[src/rtl/riscv_hazard_pkg.sv]
// Shared types and helpers for the forwarding/hazard unit.
package riscv_hazard_pkg;

  localparam int unsigned FWD_RF = 0;

  typedef struct packed {
    logic       valid;
    logic [4:0] rd;
    logic       we;
    logic       is_load;
  } tag_entry_t;

  localparam int unsigned TAG_W = $bits(tag_entry_t);

  function automatic int unsigned clog2(input int unsigned value);
    int unsigned result;
    result = 0;
    for (int unsigned i = 0; i < 32; i++) begin
      if ((32'd1 << i) < value) result = i + 1;
    end
    return result;
  endfunction

endpackage

[src/rtl/riscv_hazard_unit_match.sv]
// Per-source priority encoder: picks the youngest tag entry that writes the source register.
module hazard_src_match
  import riscv_hazard_pkg::*;
#(
  parameter int unsigned NUM_STAGES       = 2,
  parameter int unsigned LOAD_READY_STAGE = 2,
  parameter int unsigned FWD_W            = 2
) (
  input  logic [NUM_STAGES*TAG_W-1:0] entries,
  input  logic [4:0]                  addr,
  input  logic                        used,
  output logic [FWD_W-1:0]            sel,
  output logic                        needs_stall
);

  tag_entry_t [NUM_STAGES-1:0] tags;
  assign tags = entries;

  always_comb begin
    sel         = FWD_W'(FWD_RF);
    needs_stall = 1'b0;
    // Walk oldest to youngest so the youngest match is written last.
    for (int k = int'(NUM_STAGES); k >= 1; k--) begin
      if (used && tags[k-1].valid && tags[k-1].we && (tags[k-1].rd != 5'd0) &&
          (tags[k-1].rd == addr)) begin
        sel         = FWD_W'(k);
        needs_stall = tags[k-1].is_load && (k < int'(LOAD_READY_STAGE));
      end
    end
  end

endmodule

[src/rtl/riscv_hazard_unit.sv]
// Forwarding and hazard unit: tracks destination tags of post-ID stages and
// drives operand forward selects, load-use stalls and a saturating stall counter.
module riscv_hazard_unit
  import riscv_hazard_pkg::*;
#(
  parameter int unsigned NUM_STAGES       = 2,
  parameter int unsigned LOAD_READY_STAGE = 2,
  parameter int unsigned CNT_WIDTH        = 32,
  localparam int unsigned FWD_W           = clog2(NUM_STAGES + 1)
) (
  input  logic                 clk,
  input  logic                 rst,
  input  logic                 id_valid,
  input  logic [4:0]           id_rs1_addr,
  input  logic [4:0]           id_rs2_addr,
  input  logic                 id_rs1_used,
  input  logic                 id_rs2_used,
  input  logic                 id_is_store,
  input  logic [4:0]           id_rd_addr,
  input  logic                 id_reg_we,
  input  logic                 id_is_load,
  input  logic                 pipe_advance,
  input  logic                 flush,
  output logic                 hazard_stall,
  output logic [FWD_W-1:0]     fwd_a_sel,
  output logic [FWD_W-1:0]     fwd_b_sel,
  output logic [FWD_W-1:0]     fwd_store_sel,
  output logic [CNT_WIDTH-1:0] stall_count
);

  tag_entry_t [NUM_STAGES-1:0] entries_q, entries_d;
  logic [CNT_WIDTH-1:0]        stall_count_q, stall_count_d;
  logic                        stall_a, stall_b, stall_st;

  hazard_src_match #(
    .NUM_STAGES       (NUM_STAGES),
    .LOAD_READY_STAGE (LOAD_READY_STAGE),
    .FWD_W            (FWD_W)
  ) u_match_a (
    .entries     (entries_q),
    .addr        (id_rs1_addr),
    .used        (id_rs1_used),
    .sel         (fwd_a_sel),
    .needs_stall (stall_a)
  );

  // rs2 feeds either the ALU or the store-data path, never both.
  hazard_src_match #(
    .NUM_STAGES       (NUM_STAGES),
    .LOAD_READY_STAGE (LOAD_READY_STAGE),
    .FWD_W            (FWD_W)
  ) u_match_b (
    .entries     (entries_q),
    .addr        (id_rs2_addr),
    .used        (id_rs2_used & ~id_is_store),
    .sel         (fwd_b_sel),
    .needs_stall (stall_b)
  );

  hazard_src_match #(
    .NUM_STAGES       (NUM_STAGES),
    .LOAD_READY_STAGE (LOAD_READY_STAGE),
    .FWD_W            (FWD_W)
  ) u_match_st (
    .entries     (entries_q),
    .addr        (id_rs2_addr),
    .used        (id_rs2_used & id_is_store),
    .sel         (fwd_store_sel),
    .needs_stall (stall_st)
  );

  assign hazard_stall = id_valid & ~flush & (stall_a | stall_b | stall_st);
  assign stall_count  = stall_count_q;

  always_comb begin
    entries_d     = entries_q;
    stall_count_d = stall_count_q;
    if (pipe_advance) begin
      for (int k = int'(NUM_STAGES) - 1; k >= 1; k--) begin
        entries_d[k] = entries_q[k-1];
      end
      entries_d[0] = '0;
      if (id_valid && !hazard_stall && !flush) begin
        entries_d[0] = '{valid: 1'b1, rd: id_rd_addr, we: id_reg_we, is_load: id_is_load};
      end
      if (hazard_stall && (stall_count_q != '1)) begin
        stall_count_d = stall_count_q + CNT_WIDTH'(1);
      end
    end
  end

  always_ff @(posedge clk or posedge rst) begin
    if (rst) begin
      entries_q     <= '0;
      stall_count_q <= '0;
    end else begin
      entries_q     <= entries_d;
      stall_count_q <= stall_count_d;
    end
  end

endmodule
[config.mk]
export PLATFORM = sky130hd
export DESIGN_NAME = riscv_hazard_unit
export DESIGN_NICKNAME = d
export VERILOG_FILES = /design/src/rtl/riscv_hazard_pkg.sv /design/src/rtl/riscv_hazard_unit_match.sv /design/src/rtl/riscv_hazard_unit.sv
export SDC_FILE = /design/constraint.sdc
export NUM_CORES = 1
export LEC_CHECK = 0
export ABC_AREA = 1
export BUFFER_PORTS_ARGS = -buffer_cell sky130_fd_sc_hd__buf_2
export CAP_MARGIN = 25
export CORE_ASPECT_RATIO = 2
export CORE_MARGIN = 5
export CORE_UTILIZATION = 60
export CTS_CLUSTER_SIZE = 24
export DETAILED_ROUTE_END_ITERATION = 12
export GPL_TIMING_DRIVEN = 0
export PLACE_DENSITY = 0.86
export SLEW_MARGIN = 20
export SYNTH_ARGS = -nofsm -noshare
export SYNTH_HDL_FRONTEND = slang
export SYNTH_SLANG_ARGS = --single-unit
[constraint.sdc]
create_clock -name clk -period 5.14 [get_ports clk]
set_input_delay 1.285 -clock clk [delete_from_list [all_inputs] [get_ports clk]]
set_output_delay 1.285 -clock clk [all_outputs]
set_load 0.005 [all_outputs]
Yosys cells after proc, flatten, opt, wreduce, memory -nomap -nowiden

Index checks and enable logic that the tools add are counted.
Widths: inputs -> output; s select.

Word-level logic and storage cells: 64
Register bits after elaboration: 47
Output and inout bits: 39

Reduce and logical (&&, ||, !) cells: 32
Equality and inequality tests: 5
Multiplexer cells: 10
Add/subtract/negate cells: 1
Bitwise operators: 8

Operators by type and width:

| cell                  | number |
|---|---|
| $add 32x1->32 const B | 1 |
| $ne 32x32->1 const B  | 1 |
| $logic_and 1x1->1     | 27 |
| $eq 5x5->1            | 4 |
| $mux 2                | 6 |
| $reduce_bool 5->1     | 2 |
| $mux 8                | 1 |
| $and 1x1->1           | 4 |
| $mux 1                | 3 |
| $logic_not 1->1       | 2 |
| $not 1->1             | 2 |
| $or 1x1->1            | 2 |
| $reduce_and 2->1      | 1 |

Depth between registers and ports, before layout

Gate-level depths: netlist of run 1.

Word-level depth: 14
Mapped depth: 12
Gate-level depth less buffers: 11

By module

Synthesis of run 1 repeated with hierarchy kept, for this count alone.

Cells, all modules: 610
Area, all modules: 3644.7 µm²

By module, submodules not included:

| module            | area each (µm²) | cells each | times used | sequential area each (µm²) |
|---|---|---|---|---|
| riscv_hazard_unit | 2766.4          | 403        | 1          | 1201.2 |
| hazard_src_match  | 292.8           | 69         | 3          | 0.0 |

Least setup slack after synthesis of run 1

Ideal clock, no wire load.

Kind: input-to-output
Start: input port id_rs2_addr[1]
End: output port hazard_stall
Data arrival time: 2274 ps
Data required time: 3855 ps
Slack: 1581 ps
Stages: 9
Cells stage by stage: inv_1 nand2_1 nand2_1 nand2_1 nor2_1 nand4_1 nand3_2 clkinv_1 nor3_1

Cells in the longest elaborated chain, start to end: 6
Elaborated cells between the ends (all ways): 8

Ends and longest elaborated chain:

| what              | RTL line                      | text |
|---|---|---|
| start, declared   | riscv_hazard_unit.sv:15       | `input logic [4:0] id_rs2_addr,` |
| $eq 5x5->1 (*)    | riscv_hazard_unit_match.sv:25 | `(tags[k-1].rd == addr)) begin` |
| $logic_and 1x1->1 | riscv_hazard_unit_match.sv:24 | `if (used && tags[k-1].valid && tags[k-1].we && (tags[k-1].rd != 5'd0) &&` |
| $mux 1            | riscv_hazard_unit_match.sv:24 |  |
| $or 1x1->1        | riscv_hazard_unit.sv:72       | `assign hazard_stall = id_valid & ~flush & (stall_a \| stall_b \| stall_st);` |
| $or 1x1->1 (*)    | riscv_hazard_unit.sv:72       |  |
| $and 1x1->1 (*)   | riscv_hazard_unit.sv:72       |  |
| end, declared     | riscv_hazard_unit.sv:24       | `output logic hazard_stall,` |

Mark *: on every way between the ends. The rest lies on a longest branch, timed or not.

Worst setup path in the final report of run 1

Ends and elaborated chain as after synthesis.

==> results of run 1 <==
[report_power, final]
group	leakage, nW	total [mW]	switching (mW)	internal, mW
logic	1.32	0.0669	0.0419	0.0250
registers	0.649	0.386	0.00913	0.377
clock network	0.0654	0.322	0.128	0.194
[critical path, cell delays in order]
cell	delay [ns]
buf_2	0.11
inv_1	0.07
nand2_1	0.05
nand2_1	0.05
nand2_1	0.06
nor2_1	0.27
nand4_1	0.18
nand3_2	0.20
clkinv_1	0.29
nor3_1	0.20
buf_2	0.14
[kinds of logic (layout without fill, tap and decap cells)]
kind of cell,after synthesis,in the layout,synth area share [%]
AO/OA/AOI/OAI,5,5,0.770
XOR/XNOR,31,31,8.35
adder cells (fa/ha/maj),1,1,0.385
buffers and inverters,53,125,6.97
flip-flops,47,47,36.2
AND/OR/NAND/NOR,345,345,47.3
[cells in the mapped netlist, drive strengths merged]
cell	instances
inv	37
nor4	3
nor2b	1
dfrtp	47
nand4	43
nor2	54
xnor2	16
o21ai	5
xor2	15
nand3	20
clkbuf	8
buf	7
nor3	10
nand2	205
clkinv	1
nand3b	7
ha	1
or2	2
[state kept, by name, summed over array words and instances, names as in the netlist]
register     cells
entries_q       15
stall_count     32
[per-layer routing]
layer | vias to the layer above | part of all wire (%) | track usage (%)
met1 | 1569 | 34 | 26.7
met4 | 0 | 5.0 | 16.6
met3 | 32 | 4.1 | 3.50
met5 | - | 0 | 0
li1 | 1683 | - | -
met2 | 108 | 57 | 55.5
[area by class of cell]
| cell class | instances | share of cell area, % |
|---|---|---|
| Buffer | 15 | 2.21 |
| Inverter | 38 | 3.76 |
| Clock inverter | 2 | 1.58 |
| Sequential cell | 47 | 31.0 |
| Multi-Input combinational cell | 382 | 48.7 |
| Tap cell | 60 | 1.98 |
| Clock buffer | 6 | 1.91 |
| Timing Repair Buffer | 64 | 8.84 |
[through the flow]
| step | total power, mW | hold WS (ns) | worst slack [ns] | util, % | instances |
|---|---|---|---|---|---|
| 5_1_grt | 0.805 | 0.567 | 0.793 | 70.6 | 614 |
| 6_report | 0.775 | 0.522 | 0.941 | 70.6 | 614 |
| 3_3_place_gp | 0.456 | 0.492 | 1.03 | 67.8 | 605 |
| 2_1_floorplan | 0.431 | 0.465 | 1.58 | - | 482 |
| 3_5_place_dp | 0.461 | 0.504 | 0.945 | 68.1 | 606 |
| 4_1_cts | 0.781 | 0.525 | 0.943 | 70.6 | 614 |
[cells in the final DEF (no fill, tap or decap)]
cell	instances
nor4_1	3
nand3b_1	7
nor2_2	2
or2_2	2
nor2_1	50
buf_2	67
nand4_1	42
nor3_2	1
clkbuf_1	9
nand3_2	2
xor2_1	15
xnor2_1	16
inv_1	34
o21ai_0	5
buf_6	3
nand3_1	18
nand2_2	3
nor2_4	2
nor3_1	9
nand4_4	1
clkbuf_8	5
ha_1	1
inv_2	3
clkinv_1	1
nand2_1	202
dfrtp_1	47
buf_12	1
nor2b_1	1
bufinv_16	2
[path summary, 6_finish.rpt]
| kind | startpoint | end | depth (start not counted) |
|---|---|---|---|
| worst max register to register | stall_count[0] | stall_count[18] | 11 |
| min in group asynchronous | rst | entries_q[10] | 2 |
| worst min-delay path | entries_q[1] | entries_q[9] | 2 |
| max in group asynchronous | rst | stall_count[28] | 3 |
| worst max-delay path | id_rs2_addr[1] | hazard_stall | 11 |
| worst min register to register | entries_q[1] | entries_q[9] | 2 |
==> results.json, run 1 <==
{
  "design_area_um2": 3790,
  "pin_count": 64,
  "worst_hold_path_type": "flip-flop to flip-flop",
  "ys_types": 26,
  "finClkSkew_ns": 0.00545,
  "synth_warnings": 0,
  "seq_area_um2": 1180,
  "cts_tree": "built",
  "p_leak_nw": 2.03,
  "drtIter0Drc": 136,
  "die_y_um": 114,
  "setup_viol": 0,
  "status": "complete, no violations",
  "finalWirelength_um": 9690,
  "hold_viol_final": 0,
  "multi_input_area_um2": 1850,
  "placedInstanceArea_um2": 3660,
  "drtAntennaViolNets": 0,
  "post_cts_buffers": 0,
  "grt_pass1_wl_um": 15200,
  "max-vdd-ir-drop_mv": 0.264,
  "cts_resized": 0,
  "path_clk_slew_ns": 0.09,
  "dieWidth_um": 62.0,
  "fin_crit_sh_pct": 81.7,
  "drv_slew": 0,
  "cts_hold_buf": 0,
  "gr-usage-all-layers_pct": 29.1,
  "antenna_found_initial": 0,
  "overflow": 0,
  "cts.path.max_buffers": 2,
  "grt_max_degree": 29,
  "htree_levels": 2,
  "power.density_nw_per_um2": 204,
  "finalSetupTns_ns": 0,
  "gp_congestion": 0.954,
  "netlist_top_cells_area": "dfrtp_1 36%, nand2_1 23%, nand4_1 8.1%",
  "drc": 0,
  "core_area_um2": 5370,
  "firstDrtPassIters": 4,
  "io_buffer_count": 63,
  "syn_area_um2": 3250,
  "fmax_mhz": 238,
  "grt_pass1_vias": 3374,
  "clkSinkCount": 47,
  "layout.nets": 579,
  "crit_path_end_kind": "output port",
  "synth_nets": 508,
  "path_max_fanout": 9,
  "initial_core_util_pct": 60.5,
  "synth.largest_area_cell": "dfrtp_1",
  "yosysTopAreaCellShare_pct": 36.2,
  "syn2layout_area_growth_pct": 16.7,
  "drive_gt1_share_pct": 17.0,
  "synth_cells": 482,
  "path_class": "input port to output port",
  "rrSetupSlack_ns": 2.89,
  "cts-root-buf": "clkbuf_8",
  "numCtsBuffers": 5,
  "routedWlPerCell_um": 15.8,
  "antenna_cells": 0,
  "insertion_delay_ns": 0.31,
  "die_area_um2": 7080,
  "rsz0062_at_grt": "no",
  "arrival_ns": 2.91,
  "ys_ff_latch": 47,
  "avgViaCountPerCell": 5.52,
  "dp_hpwl_um": 7910,
  "num-fill-cells": 496,
  "critPathRequiredTime_ns": 3.86,
  "maxCapViolations": 0,
  "worst_pin_slew_ns": 0.638,
  "relSlewSlack_pct": 57.1,
  "via_count": 3392,
  "start_kind": "input port",
  "fp-row-count": 38,
  "period_needed_ns": 4.20,
  "avgSynthCellArea_um2": 6.74,
  "yosysSeqAreaShare_pct": 36.2
}
(Power assumes the default switching activity.)
==> inputs of run 2 (changes only) <==
--- a/config.mk
+++ b/config.mk
@@ -10,11 +10,11 @@
 export CAP_MARGIN = 25
 export CORE_ASPECT_RATIO = 2
 export CORE_MARGIN = 5
-export CORE_UTILIZATION = 60
+export CORE_UTILIZATION = 56
 export CTS_CLUSTER_SIZE = 24
 export DETAILED_ROUTE_END_ITERATION = 12
 export GPL_TIMING_DRIVEN = 0
-export PLACE_DENSITY = 0.86
+export PLACE_DENSITY = 0.81
 export SLEW_MARGIN = 20
 export SYNTH_ARGS = -nofsm -noshare
 export SYNTH_HDL_FRONTEND = slang
==> constraint.sdc (replaced) <==
create_clock -name clk -period 4 [get_ports clk]
set_input_delay 1 -clock clk [delete_from_list [all_inputs] [get_ports clk]]
set_output_delay 1 -clock clk [all_outputs]
set_load 0.005 [all_outputs]
==> run 2 against run 1 <==
Compared with the run above: sequential cell count unchanged; die area up 6.2%; hold slack worse by 0.0073 ns.
==> results.json, run 2 (synthesis gave the netlist of run 1 again) <==
{
  "die_area_um2": 7520,
  "syn2layout_area_growth_pct": 17.9,
  "fmax_mhz": 274,
  "arrival_ns": 2.66,
  "firstDrtPassIters": 4,
  "worst_pin_slew_ns": 0.645,
  "fin_crit_sh_pct": 91.4,
  "drv_slew": 0,
  "clkSinkCount": 47,
  "overflow": 0,
  "antenna_found_initial": 0,
  "drtIter0Drc": 162,
  "worst_hold_path_type": "flip-flop to flip-flop",
  "dp_hpwl_um": 7880,
  "insertion_delay_ns": 0.29,
  "crit_path_end_kind": "output port",
  "power.density_nw_per_um2": 278,
  "path_clk_slew_ns": 0.06,
  "numCtsBuffers": 5,
  "final_common_cell": "nand2_1",
  "io_buffer_count": 63,
  "multi_input_area_um2": 1850,
  "final_cell_mix": "202 x nand2_1, 67 x buf_2, 50 x nor2_1",
  "max-vdd-ir-drop_mv": 0.280,
  "core_area_um2": 5660,
  "crit_chain": "buf_2 > inv_1 > nand2_1 > nand2_1 > nand2_1 > nor2_1 > nand4_1 > nand3_2 > clkinv_1 > nor3_1 > buf_2",
  "period_needed_ns": 3.66,
  "htree_levels": 2,
  "fp-row-count": 39,
  "finalSetupTns_ns": 0,
  "post_cts_buffers": 0,
  "cts_tree": "built",
  "drc": 0,
  "hold-worst-slack_ns": 0.515,
  "cp_slowest_cell": "nor2_1",
  "start_kind": "input port",
  "setup_viol": 0,
  "avgViaCountPerCell": 5.52,
  "cpMostUsedCell": "nand2_1",
  "die_y_um": 118,
  "gr-usage-all-layers_pct": 26.9,
  "antenna_cells": 0,
  "pin_count": 64,
  "critPathRequiredTime_ns": 3.00,
  "cts_resized": 0,
  "routedWlPerCell_um": 15.6,
  "cpPeakStageDelay_ns": 0.31,
  "grt_max_degree": 32,
  "dieWidth_um": 63.9,
  "rsz0062_at_grt": "no",
  "hold_viol_final": 0,
  "finClkSkew_ns": 0.00713,
  "gp_congestion": 0.975,
  "maxCapViolations": 0,
  "cts.path.max_buffers": 2,
  "drtAntennaViolNets": 0,
  "grt_pass1_vias": 3491,
  "path_max_fanout": 9,
  "path_class": "input port to output port",
  "p_leak_nw": 2.05,
  "initial_core_util_pct": 57.4,
  "cts-root-buf": "clkbuf_16",
  "grt_pass1_wl_um": 16100,
  "via_count": 3397,
  "seq_area_um2": 1180,
  "cts_hold_buf": 0,
  "drive_gt1_share_pct": 17.1,
  "status": "complete, no violations",
  "finalWirelength_um": 9610,
  "layout.nets": 579,
  "num-fill-cells": 528,
  "relSlewSlack_pct": 56.7,
  "largest_reg_flops": 32,
  "postLayoutCoreUtil_pct": 67.7
}
run 2: layout make-up:
cell class / count / area share, %
Inverter: 38 / 3.72
Sequential cell: 47 / 30.7
Clock buffer: 5 / 3.27
Timing Repair Buffer: 64 / 8.75
Tap cell: 61 / 1.99
Clock inverter: 3 / 1.14
Multi-Input combinational cell: 382 / 48.2
Buffer: 15 / 2.19
run 2: layer usage:
layer / track usage, % / vias up / share of wire, % / wire [um]
met1: 24.9 / 1562 / 34 / 3250
met5: 0 / - / 0 / 0
met2: 50.8 / 102 / 56 / 5340
li1: - / 1692 / - / -
met3: 4.01 / 41 / 4.1 / 395
met4: 17.6 / 0 / 6.5 / 626
run 2: metrics by stage:
step | std cells | power (mW) | setup slack [ns] | area, um2
floorplan | 482 | 0.554 | 1.01 | 3250
global placement | 606 | 0.586 | 0.409 | 3640
detailed placement | 607 | 0.592 | 0.350 | 3660
CTS | 615 | 1.07 | 0.344 | 3830
global route | 615 | 1.10 | 0.198 | 3830
finish | 615 | 1.06 | 0.345 | 3830
run 2: power breakdown:
group          internal [mW]  leakage [nW]  switching, mW
Clock                  0.295        0.0838          0.186
Sequential             0.485         0.649         0.0122
Combinational         0.0321          1.32         0.0532
run 2: path summary, 6_finish.rpt:
| path | from | to | slack [ns] | cells after the start |
|---|---|---|---|---|
| max | id_rs2_addr[1] | hazard_stall | 0.34 | 11 |
| min | entries_q[1] | entries_q[9] | 0.52 | 2 |
| max reg2reg | stall_count[0] | stall_count[14] | 1.81 | 11 |
| min reg2reg | entries_q[1] | entries_q[9] | 0.52 | 2 |
| max in group asynchronous | rst | entries_q[15] | 2.82 | 3 |
| min in group asynchronous | rst | entries_q[2] | 0.68 | 2 |
run 2: critical path, delay by kind of cell:
family        cells  cell delay, ns
buf+inv           4            0.61
simple gates      7            1.03
